[config.mk]
export PLATFORM = sky130hd
export DESIGN_NAME = serial_165_chain_reader
export DESIGN_NICKNAME = d
export VERILOG_FILES = /design/src/rtl/serial_165_chain_reader_pkg.sv /design/src/rtl/serial_165_chain_reader_sync.sv /design/src/rtl/serial_165_chain_reader.sv
export SDC_FILE = /design/constraint.sdc
export NUM_CORES = 1
export LEC_CHECK = 0
export CAP_MARGIN = 40
export CORE_MARGIN = 2
export CORE_UTILIZATION = 30
export CTS_BUF_LIST = sky130_fd_sc_hd__clkbuf_8
export CTS_CLUSTER_SIZE = 25
export DETAILED_ROUTE_END_ITERATION = 6
export PLACE_DENSITY_LB_ADDON = 0.15
export SLEW_MARGIN = 20
export SYNTH_ARGS = -nofsm -noshare
export SYNTH_HDL_FRONTEND = slang
export SYNTH_SLANG_ARGS = --single-unit
[constraint.sdc]
create_clock -name base_clk -period 21.9 [get_ports base_clk]
set_clock_uncertainty 0.05 [all_clocks]
set_input_delay 5.475 -clock base_clk [delete_from_list [all_inputs] [get_ports base_clk]]
set_output_delay 5.475 -clock base_clk [all_outputs]
set_load 0.05 [all_outputs]
[src/rtl/serial_165_chain_reader_pkg.sv]
// Shared types and helpers for the 74HC165 chain reader.
package serial_165_chain_reader_pkg;

  typedef enum logic [1:0] {
    IDLE   = 2'd0,
    LOAD   = 2'd1,
    SAMPLE = 2'd2,
    SHIFT  = 2'd3
  } state_e;

  // Counter width able to hold 0..n-1, never narrower than one bit.
  function automatic int unsigned cnt_width(input int unsigned n);
    return (n > 1) ? $clog2(n) : 1;
  endfunction

endpackage

[src/rtl/serial_165_chain_reader_sync.sv]
// N-wide multi-stage synchronizer for asynchronous input buses.
module sync_bus_ff #(
  parameter int unsigned WIDTH  = 1,
  parameter int unsigned STAGES = 2
) (
  input  logic             clk,
  input  logic             rst,
  input  logic [WIDTH-1:0] d,
  output logic [WIDTH-1:0] q
);

  logic [WIDTH-1:0] stage_d [STAGES];
  logic [WIDTH-1:0] stage_q [STAGES];

  // Next value of each stage is the previous stage (stage 0 takes the raw input).
  always_comb begin
    stage_d[0] = d;
    for (int unsigned s = 1; s < STAGES; s++) begin
      stage_d[s] = stage_q[s-1];
    end
  end

  // Synchronizer flops, cleared asynchronously.
  always_ff @(posedge clk or posedge rst) begin
    if (rst) begin
      for (int unsigned s = 0; s < STAGES; s++) begin
        stage_q[s] <= '0;
      end
    end else begin
      for (int unsigned s = 0; s < STAGES; s++) begin
        stage_q[s] <= stage_d[s];
      end
    end
  end

  assign q = stage_q[STAGES-1];

endmodule

[src/rtl/serial_165_chain_reader.sv]
// Reads parallel daisy-chains of 74HC165 shift registers into one bit-interleaved word.
module serial_165_chain_reader
  import serial_165_chain_reader_pkg::*;
#(
  parameter int unsigned NUM_OF_165_LINE = 16,
  parameter int unsigned LINE_BYTES      = 1,
  parameter int unsigned CLK_SCALER      = 4,
  parameter int unsigned SYNC_STAGES     = 2
) (
  input  logic                                  base_clk,
  input  logic                                  rst,
  input  logic                                  trigger,
  input  logic [NUM_OF_165_LINE-1:0]            sdata,
  output logic                                  pl_n,
  output logic                                  sclk,
  output logic                                  busy,
  output logic                                  done,
  output logic [NUM_OF_165_LINE*LINE_BYTES*8-1:0] data_out
);

  localparam int unsigned N  = NUM_OF_165_LINE;
  localparam int unsigned B  = 8 * LINE_BYTES;
  localparam int unsigned W  = N * B;
  localparam int unsigned BW = cnt_width(B);
  localparam int unsigned SW = cnt_width(CLK_SCALER);
  localparam logic [BW-1:0] BIT_LAST    = BW'(B - 1);
  localparam logic [SW-1:0] SCALER_LAST = SW'(CLK_SCALER - 1);

  logic [N-1:0] sdata_sync;

  sync_bus_ff #(
    .WIDTH  (N),
    .STAGES (SYNC_STAGES)
  ) u_sync (
    .clk (base_clk),
    .rst (rst),
    .d   (sdata),
    .q   (sdata_sync)
  );

  state_e        state_q,    state_d;
  logic [SW-1:0] scaler_q,   scaler_d;
  logic [BW-1:0] bit_cnt_q,  bit_cnt_d;
  logic [W-1:0]  shift_q,    shift_d;
  logic [W-1:0]  data_out_q, data_out_d;
  logic          pl_n_q,     pl_n_d;
  logic          sclk_q,     sclk_d;
  logic          busy_q,     busy_d;
  logic          done_q,     done_d;
  logic          tick;

  assign tick = (scaler_q == SCALER_LAST);

  // Next-state logic: tick divider, load/sample/shift sequencing and word assembly.
  always_comb begin
    state_d    = state_q;
    scaler_d   = scaler_q;
    bit_cnt_d  = bit_cnt_q;
    shift_d    = shift_q;
    data_out_d = data_out_q;
    pl_n_d     = pl_n_q;
    sclk_d     = sclk_q;
    busy_d     = busy_q;
    done_d     = 1'b0;

    if (state_q != IDLE) begin
      scaler_d = tick ? '0 : scaler_q + 1'b1;
    end

    case (state_q)
      IDLE: begin
        if (trigger) begin
          state_d   = LOAD;
          pl_n_d    = 1'b0;
          busy_d    = 1'b1;
          bit_cnt_d = '0;
          scaler_d  = '0;
        end
      end
      LOAD: begin
        if (tick) begin
          pl_n_d  = 1'b1;
          state_d = SAMPLE;
        end
      end
      SAMPLE: begin
        if (tick) begin
          // Oldest sample migrates to the top N bits as later samples arrive.
          shift_d = {shift_q[W-N-1:0], sdata_sync};
          if (bit_cnt_q == BIT_LAST) begin
            data_out_d = shift_d;
            done_d     = 1'b1;
            busy_d     = 1'b0;
            scaler_d   = '0;
            state_d    = IDLE;
          end else begin
            bit_cnt_d = bit_cnt_q + 1'b1;
            sclk_d    = 1'b1;
            state_d   = SHIFT;
          end
        end
      end
      SHIFT: begin
        if (tick) begin
          sclk_d  = 1'b0;
          state_d = SAMPLE;
        end
      end
      default: state_d = IDLE;
    endcase
  end

  // State and registered pin/status outputs, cleared asynchronously.
  always_ff @(posedge base_clk or posedge rst) begin
    if (rst) begin
      state_q    <= IDLE;
      scaler_q   <= '0;
      bit_cnt_q  <= '0;
      shift_q    <= '0;
      data_out_q <= '0;
      pl_n_q     <= 1'b1;
      sclk_q     <= 1'b0;
      busy_q     <= 1'b0;
      done_q     <= 1'b0;
    end else begin
      state_q    <= state_d;
      scaler_q   <= scaler_d;
      bit_cnt_q  <= bit_cnt_d;
      shift_q    <= shift_d;
      data_out_q <= data_out_d;
      pl_n_q     <= pl_n_d;
      sclk_q     <= sclk_d;
      busy_q     <= busy_d;
      done_q     <= done_d;
    end
  end

  assign pl_n     = pl_n_q;
  assign sclk     = sclk_q;
  assign busy     = busy_q;
  assign done     = done_q;
  assign data_out = data_out_q;

endmodule
======== Word level (Yosys, flattened, before mapping) ========
Index checks and enable logic that the tools add are counted.
storage, ports and cells
  bits in registers ....................... 283
  output and inout port bits .............. 132
  logic and storage cells ................. 67
cells by class
  add/subtract/negate cells ............... 2
  eq/ne operators ......................... 12
  muxes and demuxes ....................... 29
  reductions and logical operators ........ 13
operator list
  kind                                                                     count
  2-bit 2-to-1 mux                                                         9
  2-bit inequality test, second input constant                             6
  4-bit AND reduction                                                      3
  1-bit 2-to-1 mux                                                         11
  3-bit 2-to-1 mux                                                         3
  3-bit AND reduction                                                      3
  2-bit nonzero test                                                       4
  2-bit equality test, second input constant                               3
  1-bit case mux with 2 select lines                                       3
  2-bit case mux with 3 select lines                                       1
  3-bit case mux with 2 select lines                                       1
  2-bit case mux with 2 select lines                                       1
  3-bit by 1-bit adder with 3-bit output, second input constant            1
  3-bit equality test, second input constant                               1
  2-bit by 1-bit adder with 2-bit output, second input constant            1
  2-bit by 1-bit equality test with 1-bit output, second input constant    1
  2-bit logical NOT                                                        1
  2-bit by 1-bit inequality test with 1-bit output, second input constant  1
  2-bit AND reduction                                                      1
  2-bit OR reduction                                                       1

======== Logic depth before layout (Yosys ltp) ========
Gate-level depths: netlist (run 1).
  depth after elaboration ................. 6
  mapped depth ............................ 8
  gate-level depth less buffers ........... 5

======== Modules after synthesis ========
From an unflattened synthesis (run 1), not the netlist that was laid out.
second synthesis, totals
  cells, all modules ...................... 822
  area, all modules ....................... 10540.1 µm²
by module, submodules not included
  module                   instances  cells an instance  area an instance (µm²)  seq. area each (µm²)
  serial_165_chain_reader  1          789                9735.6                  6282.3
  sync_bus_ff              1          33                 804.5                   800.8

======== Least setup slack after synthesis (run 1) ========
Ideal clock, no wire load.
  path type ............................... register -> output
  start ................................... register pl_n_q, in the netlist pl_n
  end ..................................... output pl_n
  arrival ................................. 0.670 ns
  data required time ...................... 16.375 ns
  path slack .............................. 15.705 ns
  stages on the path, launching flop included .. 1
  path buffers ............................ 0
  cells stage by stage .................... dfstp_2
RTL lines
  item                      line                            text
  start: declaration        serial_165_chain_reader.sv:46   logic pl_n_q, pl_n_d;
  start signal: assignment  serial_165_chain_reader.sv:131  pl_n_q <= pl_n_d;
  end: declaration          serial_165_chain_reader.sv:14   output logic pl_n,
No word-level cell between the ends.

======== Worst setup path after layout (run 1) ========
  start ................................... register pl_n_q, in the netlist pl_n
  end ..................................... output pl_n
No word-level cell between the ends.

==> results of run 1 <==
how the worst max path moves through the flow:
stage                     from            to  slack [ps]
after floorplan            rst  bit_cnt_q[0]        8570
after global placement     rst  data_out[90]       14030
after detailed placement   rst  data_out[91]       14880
after CTS                 pl_n          pl_n       14420
after global routing      pl_n          pl_n       14420
final                     pl_n          pl_n       14480
state kept, by name, indices dropped and copies added (netlist names):
register and flops:
u_sync.q 16, bit_cnt_q 3, done 1, pl_n 1
data_out 128, scaler_q 2, u_sync.stage_d 16, shift_q 112
sclk 1, state_q 2, busy 1
metal layers:
layer	global-route usage (%)	part of all wire (%)
met5	0	0
met4	4.174	2.1
met2	19.64	43
met3	4.353	7.0
met1	19.08	48
cell families after synthesis:
family          share of synthesized area [%]
fa+ha+maj                              0.3621
flops                                   68.33
simple gates                            12.76
buf+inv                                 2.595
mux                                     15.10
compound gates                         0.8570
final cells by class:
class                      count  share of cell area, %
sequential                   283                  53.41
timing repair buffer         160                  12.49
inverter                       6                 0.2453
clock buffer                  57                  5.915
multi-input combinational    491                  22.75
clock inverter                31                 0.8962
tap                          455                  4.292
power by group:
part	leakage (nW)	switching [mW]	internal [mW]
Combinational	2.55	0.0149	0.00835
Clock	0.572	0.206	0.234
Sequential	3.62	0.00935	0.535
metrics by stage:
stage	util, %	area [um2]	hold slack (ps)	std cells	power, mW
after CTS	38.68	13260	293.7	1483	1.034
after global placement	35.72	12250	281.2	1391	0.5763
after detailed placement	36.05	12360	284.7	1395	0.5786
after global routing	38.68	13260	302.0	1483	1.063
after floorplan	-	10370	281.2	820	0.5650
final	38.68	13260	292.3	1483	1.009
cells in the final DEF, fill, tap and decap left out:
cell type	instances
nand2_1	337
dfrtp_1	282
clkdlybuf4s50_1	150
mux2_2	75
clkbuf_8	57
inv_1	33
mux2_4	30
mux2_1	24
buf_4	6
o21ai_0	4
buf_16	4
a21oi_1	3
ha_1	3
nor2_1	2
a31oi_1	2
a22o_1	2
clkinv_2	2
and3b_4	1
nand2_4	1
inv_4	1
nand3b_1	1
nor3_1	1
a31o_2	1
a21boi_0	1
nand3_1	1
inv_8	1
and4bb_2	1
a21o_1	1
dfstp_2	1
==> key figures, run 1 <==
Status
  • Status: complete, no violations

Synthesis
  • Synth Cell Area: roughly 10000 um2
  • Primary FF master, synth: dfrtp_1
  • Syn. warnings: 0
  • Cell taking the most area after synthesis: dfrtp_1
  • Gate Count Post-Synth: 820
  • Commonest cells in the netlist: nand2_1, dfrtp_1, mux2_2, mux2_4, mux2_1
  • Area contributors post-synth: dfrtp_1, nand2_1, mux2_2
  • Syn_nets: roughly 840
  • Fraction of the yosys area taken by sequential cells: about two thirds
  • Yosys top cell area share: about 68%
  • Count of cell types in the netlist: 28
  • EDFF count, synth: 0
  • Syn Area/Cell: 12.64 um2
  • Top-count cell post-synth: nand2_1
  • FF+latch count, synth: roughly 280
  • Async set or reset register ratio after synthesis: 100.0%

Job
  • Max Cap Viol: 0

Clocking
  • TritonCTS buffer count: 50
  • CTS Sinks: ~280
  • Clk_lat worst skew: between 500 and 600 ps
  • Clock root cell: clkbuf_8
  • Post_cts resized: 0
  • Cts hold-fix bufs: 0
  • Clk slew on worst S/H paths: approximately 60 ps
  • H-tree depth: 2
  • Post-CTS Setup Bufs: 0
  • CTS max path bufs: 3
  • CTS tree: built

Setup path
  • Worst r2r src: scaler_q[0]
  • Critical R2R Capture: data_out[82]
  • Critical path's slowest cell: clkdlybuf4s50_1
  • CP Class: flip-flop to output pin
  • Worst Path Required: about 16000 ps
  • R2R setup slack: ~19000 ps
  • Worst Path Buf+Inv: 1
  • Critical Path Fanout Max: 3
  • CP Depth: 1
  • Worst reg-to-reg path cell count: 5
  • Crit-path leading delay family: buffers and inverters
  • CP max stage delay: 800 ps
  • Crit path DAT: ~1900 ps
  • CP Cell Sequence: clkdlybuf4s50_1
  • Worst setup EP type: output pin
  • Worst setup SP type: flip-flop

STA
  • RSZ-0062 raised after global routing: no
  • Setup tns final: 0 ps
  • Endpoints failing hold: 0
  • FMAX: roughly 0.13 GHz
  • Final Critical Period: between 7000 and 8000 ps
  • Post-route setup slack: about 14000 ps
  • # setup viols final: 0
  • Slew Limit Fails: 0
  • Worst-margin pin slew: 762.3 ps
  • Final period utilization: between 30% and 40%
  • Relative slew slack: 49.18%

Floorplanning
  • DIE WIDTH: roughly 190 um
  • # rows: 68
  • Core Area: about 34000 um2
  • Die area: ~36000 um2
  • Starting Density: 30.23%
  • # IOs: 151
  • Die height: between 150 and 200 um

Finish
  • Filler cells: roughly 3400
  • Area taken by flip-flops and latches: 7083 um2
  • Layout cells sized above 1: approximately 18%
  • NumNets Final: 1014
  • ANT cells: 0
  • Multi-input logic area: ~3000 um2
  • Area Growth Syn to Fin: 27.94%

Global routing
  • Remaining Overflow, GRT: 0
  • First-pass GRT wire length: 38120 um
  • Vias in the first global route: between 6000 and 7000
  • Largest net degree at the start of global routing: 100
  • Overall Global Routing Usage: a little over an eighth
  • Antenna violations before repair: 0

Detailed routing
  • Initial drt markers: about 300
  • Vias per cell: roughly 4.2
  • First-pass DRT Iterations: 4
  • Vias: 6200
  • Drt drc: 0
  • Final wirelength: 23750 um
  • Antenna-violating nets left: 0
  • Routed wire length per instance: between 15 and 20 um

Hold path
  • Cell count of the worst hold path: 0
  • Min-delay src: u_sync.stage_d[3]
  • Worst Hold End: u_sync.q[3]
  • Hold WC Path Type: flip-flop to flip-flop

Power
  • Max IR drop VDD: about 38 uV
  • Lkg Pwr: approximately 6.7 nW
  • PwrDens: ~76 nW/um2

Placement
  • Place WS: about 15000 ps
  • GPL Wtd Cong: 0.6664
  • Hpwl dp: ~15000 um
  • Port-buffer cells: 150
Note: power is estimated with default switching activity, not from simulation.
==> run 2: changes to the inputs <==
Clock period 21.9 ns to 7.5 ns, I/O delays scaled along.
==> key figures, run 2 (synthesis results as in run 1) <==
Global routing
  • Remaining Overflow, GRT: 0 (unchanged)
  • First-pass GRT wire length: 38100 um (was 38120 um)
  • Largest net degree at the start of global routing: 137 (was 100)
  • Vias in the first global route: 6508 (was 6479)
  • Overall Global Routing Usage: 13.47% (was 13.49%)
  • Antenna violations before repair: 0 (unchanged)

Detailed routing
  • Routed wire length per instance: 15.94 um (was 16.01 um)
  • Drt drc: 0 (unchanged)
  • First-pass DRT Iterations: 4 (unchanged)
  • Antenna-violating nets left: 0 (unchanged)
  • Vias per cell: 4.231 (was 4.181)
  • Initial drt markers: 373 (was 294)
  • Vias: 6288 (was 6200)
  • Final wirelength: 23690 um (was 23750 um)

Setup path
  • Crit path DAT: 1900 ps (was 1890 ps)
  • Worst setup SP type: flip-flop (unchanged)
  • Worst setup EP type: output pin (unchanged)
  • Worst Path Buf+Inv: 1 (unchanged)
  • Crit-path leading delay family: buffers and inverters (unchanged)
  • CP Class: flip-flop to output pin (unchanged)
  • Critical Path Fanout Max: 3 (unchanged)
  • Worst Path Required: 5580 ps (was 16380 ps)
  • CP Cell Sequence: clkdlybuf4s50_1 (unchanged)
  • Critical path's slowest cell: clkdlybuf4s50_1 (unchanged)
  • CP max stage delay: 800 ps (about the same)

STA
  • Relative slew slack: 47.88% (was 49.18%)
  • Final Critical Period: around 3800 ps
  • Endpoints failing hold: 0 (unchanged)
  • # setup viols final: 0 (unchanged)
  • Worst-margin pin slew: 781.8 ps (was 762.3 ps)
  • RSZ-0062 raised after global routing: no (unchanged)
  • FMAX: 0.2611 GHz
  • Final period utilization: a little over 50%
  • Slew Limit Fails: 0 (unchanged)
  • Setup tns final: 0 ps (unchanged)

Finish
  • Design Area, Final: 13380 um2 (was 13260 um2)
  • Final non-filler cell total: 1486 (was 1483)
  • Commonest non-fill, non-tap cell in the layout: nand2_1 (unchanged)
  • Commonest non-fill, non-tap cells in the layout: nand2_1, dfrtp_1, clkdlybuf4s50_1 (unchanged)
  • Layout cells sized above 1: 19.30% (was 17.61%)
  • Area Growth Syn to Fin: 29.06% (was 27.94%)
  • Largest register FFs: 128 (unchanged)
  • ANT cells: 0 (unchanged)
  • NumNets Final: 1012 (was 1014)
  • Layout Utilization: 39.02% (was 38.68%)

Floorplanning
  • Die area: 36060 um2 (unchanged)
  • DIE WIDTH: 189.9 um (unchanged)
  • # IOs: 151 (unchanged)
  • Starting Density: 30.23% (unchanged)
  • # rows: 68 (unchanged)
  • Die height: 189.9 um (unchanged)
  • Core Area: 34290 um2 (unchanged)

Clocking
  • Clk_lat worst skew: 580 ps (was 560 ps)
  • H-tree depth: 2 (unchanged)
  • Clock root cell: clkbuf_8 (unchanged)
  • CTS Sinks: 283 (unchanged)
  • CTS max path bufs: 3 (unchanged)
  • Clk slew on worst S/H paths: 60 ps (about the same)
  • Cts hold-fix bufs: 0 (unchanged)
  • TritonCTS buffer count: 50 (unchanged)
  • CTS tree: built (unchanged)
  • Post-CTS Setup Bufs: 0 (unchanged)
  • Post_cts resized: 0 (unchanged)

Placement
  • Port-buffer cells: 150 (unchanged)
  • GPL Wtd Cong: 0.6732 (was 0.6664)
  • Inst Count DP: 1393 (was 1395)
  • Hpwl dp: 14370 um (was 14530 um)
  • DP Area: 12330 um2 (was 12360 um2)

Hold path
  • Hold WC Path Type: flip-flop to flip-flop (unchanged)

Status
  • Status: complete, no violations (unchanged)

Power
  • PwrDens: 231.9 nW/um2 (was 76.06 nW/um2)
  • Lkg Pwr: 6.757 nW (was 6.746 nW)
  • Max IR drop VDD: 119.2 uV (was 38.12 uV)

Job
  • Max Cap Viol: 0 (unchanged)
## run 2: cell count changes in the layout (fill, tap and decap cells not counted), sizes merged
cell      previous run  this run
clkinv               2         8
buf                 10         8
inv                 35        21
clkinvlp             0         2
clkbuf              57        68
## run 2: metrics by stage
| stage | hold slack (ps) | worst slack [ps] | total power, mW |
|---|---|---|---|
| finish | 296.1 | 3670 | 3.103 |
| global route | 302.0 | 3598 | 3.261 |
| CTS | 298.1 | 3608 | 3.172 |
| detailed placement | 284.7 | 4015 | 1.685 |
| global placement | 281.5 | 4019 | 1.684 |
| floorplan | 281.2 | 1827 | 1.650 |
## run 2: worst paths after layout
path / from / to / slack, ps / depth (start not counted)
max in group asynchronous: rst / data_out[119] / 4640 / 3
min: u_sync.stage_d[2] / u_sync.q[2] / 300 / 0
min reg2reg: u_sync.stage_d[2] / u_sync.q[2] / 300 / 0
max reg2reg: scaler_q[0] / data_out[94] / 4350 / 5
min in group asynchronous: rst / u_sync.stage_d[4] / 1630 / 2
max: pl_n / pl_n / 3670 / 1
## run 2: area by class of cell
class	count	area (um2)
clock inverter	25	117.6
tap	455	569.3
clock buffer	68	935.9
sequential	283	7083
multi-input combinational	491	3018
inverter	6	28.78
fill	3347	20910
timing repair buffer	158	1627
## run 2: power breakdown
| part | internal [mW] | total, mW | switching [mW] |
|---|---|---|---|
| clock | 0.810 | 1.45 | 0.639 |
| sequential | 1.56 | 1.59 | 0.0269 |
| combinational | 0.0213 | 0.0637 | 0.0423 |
## run 2: layer usage
metal	wire length, um	vias to the layer above	global-route usage, %	part of all wire, %
met5	0	-	0	0
met4	659	0	4.651	2.8
met3	1453	55	3.708	6.1
met2	10320	158	19.99	44
met1	11260	3074	18.95	48
li1	-	3001	-	-
==> RTL edit (settings of run 2) <==
Add an input register stage for `trigger` and `sdata`; this delays them by one clock.
--- a/src/rtl/serial_165_chain_reader.sv
+++ b/src/rtl/serial_165_chain_reader.sv
@@ -27,4 +27,12 @@
   localparam logic [SW-1:0] SCALER_LAST = SW'(CLK_SCALER - 1);
 
+  logic trigger_q;
+  logic [NUM_OF_165_LINE-1:0] sdata_q;
+
+  always_ff @(posedge base_clk) begin
+    trigger_q <= trigger;
+    sdata_q   <= sdata;
+  end
+
   logic [N-1:0] sdata_sync;
 
@@ -35,5 +43,5 @@
     .clk (base_clk),
     .rst (rst),
-    .d   (sdata),
+    .d   (sdata_q),
     .q   (sdata_sync)
   );
@@ -70,5 +78,5 @@
     case (state_q)
       IDLE: begin
-        if (trigger) begin
+        if (trigger_q) begin
           state_d   = LOAD;
           pl_n_d    = 1'b0;
Function: changed (a bounded check fails within 4 cycles, from zero or initial values and one cycle with rst high).
==> RTL edit against run 2 <==
  * Sequential share of layout area grew 0.40 points
  * Cell count grew 1.2%
  * Design area grew 4.0%
  * Core utilization shrank 0.085 points
  * Via count grew 1.0%
  * Critical endpoint unchanged
  * Worst setup slack is essentially flat
  * Synthesized area grew 5.4%
  * Critical path type unchanged
  * Highest routed layer unchanged
  * Sequential cell count grew 17
  * Register-to-register slack lost 0.12 ns
  * Wire length grew 1.7%
  * Hold slack lost 0.023 ns
Power is not compared: it rests on default switching activity, and its combinational part moved more than twofold at a synthesized area within 25%.
==> RTL edit: results (changes against run 2) <==
metric;value;unit;change
cells on worst reg2reg path;6;;+1
first-pass GRT wire length;39.4;mm;+3.5%
dpl ws;3.95;ns;-0.0637 ns
# nets final;1033;;+2.1%
TritonCTS Buffers;52;;+4.0%
Synth async-reset ratio;0.943;;-0.0567
# diodes;0;;unchanged
Pleak;7.13;nW;
number of global-route vias before repair;6669;;+2.5%
sequential area share after synthesis;0.679;;-0.00406
worst-skew pair later-pin latency;0.57;ns;
run status;finished clean;;
Netlist cell types;28;;unchanged
placed cell areas;12900;sq um;+4.6%
Initial DRC Count;332;;-11%
GR Util met2;0.184;;-0.0156
Max H-tree Level;2;;unchanged
Worst R2R Start;scaler_q[0];;
Vias;6354;;+1.0%
CTS Root Cell;clkbuf_8;;
synth cell count leaders;337 x nand2_1, 282 x dfrtp_1, 84 x mux2_4;;
gr usage total;0.131;;-0.00337
hold crit path type;flop to flop;;
pin count of the biggest net entering global routing;162;;+18%
Max VDD drop;0.143;mV;
switching power of the nets;1.36;mW;
Cells after DPL;1418;;+1.8%
fillcell total;3562;;+6.4%
initial antenna violation count;0;;unchanged
syn_nets;860;;+2.1%
gpl congestion;0.724;;+7.6%
CP Max Fanout;3;;unchanged
syn_area_per_cell;13.0;sq um;+3.2%
Worst-Margin Slew;0.990;ns;+0.208 ns
Hold Startpoint;sdata_q[9];;
CP max-delay cell;clkdlybuf4s50_1;;
number of vias per cell;4.22;;-0.16%
cell family with most CP delay;buffers and inverters;;
drt pass-1 iters;4;;unchanged
met1 usage;0.192;;+0.00221
DP HPWL;14.8;mm;+2.9%
DRT Wirelength;24.1;mm;+1.7%
Crit path arrival time;1.90;ns;about the same
met3 GRT Util;0.0403;;+0.00318
Setup crit start;pl_n;;
layout cells sized above 1;0.196;;+0.00257
Resized cells post-CTS;0;;unchanged
Synth area leaders;dfrtp_1 65%, nand2_1 12%, mux2_4 12%;;
==> RTL edit: changes by cell type in the layout (fill, tap and decap cells not counted), moves of 2 or more <==
cell	change
mux2_4	+54
mux2_2	-46
clkbuf_8	-5
clkinv_2	-2
dfxtp_1	+17
bufinv_16	+2
inv_1	-2
mux2_1	-8
buf_4	+2
==> RTL edit: area by class of cell <==
| class | instances | area share |
|---|---|---|
| clock buffers | 63 | 0.0623 |
| repair buffers | 160 | 0.117 |
| flip-flops and latches | 300 | 0.533 |
| inverters | 6 | 0.00189 |
| clock inverters | 23 | 0.0114 |
| well taps | 461 | 0.0414 |
| multi-input cells | 491 | 0.232 |
==> RTL edit: path summary, 6_finish.rpt <==
kind                                     endpoint  slack, ns
worst max-delay path                         pl_n       3.67
worst min-delay path            u_sync.stage_d[9]       0.27
worst max register to register      data_out[120]       4.23
worst min register to register  u_sync.stage_d[9]       0.27
max in group asynchronous            data_out[31]       4.54
min in group asynchronous            data_out[56]       1.61
==> RTL edit: metrics by stage <==
step	utilization	hold slack [ns]
5_1_grt	0.389	0.281
4_1_cts	0.389	0.273
3_3_place_gp	0.359	0.267
6_report	0.389	0.273
2_1_floorplan	-	0.266
3_5_place_dp	0.361	0.270
==> RTL edit: power groups by stage <==
stage	Sequential, mW	Combinational (mW)	Clock, mW
floorplan	2.20	0.457	0
global placement	2.20	0.728	0
detailed placement	2.20	0.742	0
CTS	2.17	0.747	1.54
global route	2.21	0.833	1.61
finish	2.16	0.726	1.47
==> RTL edit: kinds of logic (layout without fill, tap and decap cells) <==
logic type,Yosys count,after routing,synth area share
buffers and inverters,47,252,0.0264
AO/OA/AOI/OAI,14,14,0.00813
adder cells (fa/ha/maj),3,3,0.00343
AND/OR/NAND/NOR,345,345,0.121
multiplexers,129,129,0.162
flip-flops,300,300,0.679
==> RTL edit: per-layer routing <==
metal  vias to the layer above  share of wire
li1                       3061              -
met1                      3093           0.49
met2                       157           0.42
met3                        43          0.063
met4                         0          0.021
met5                         -              0
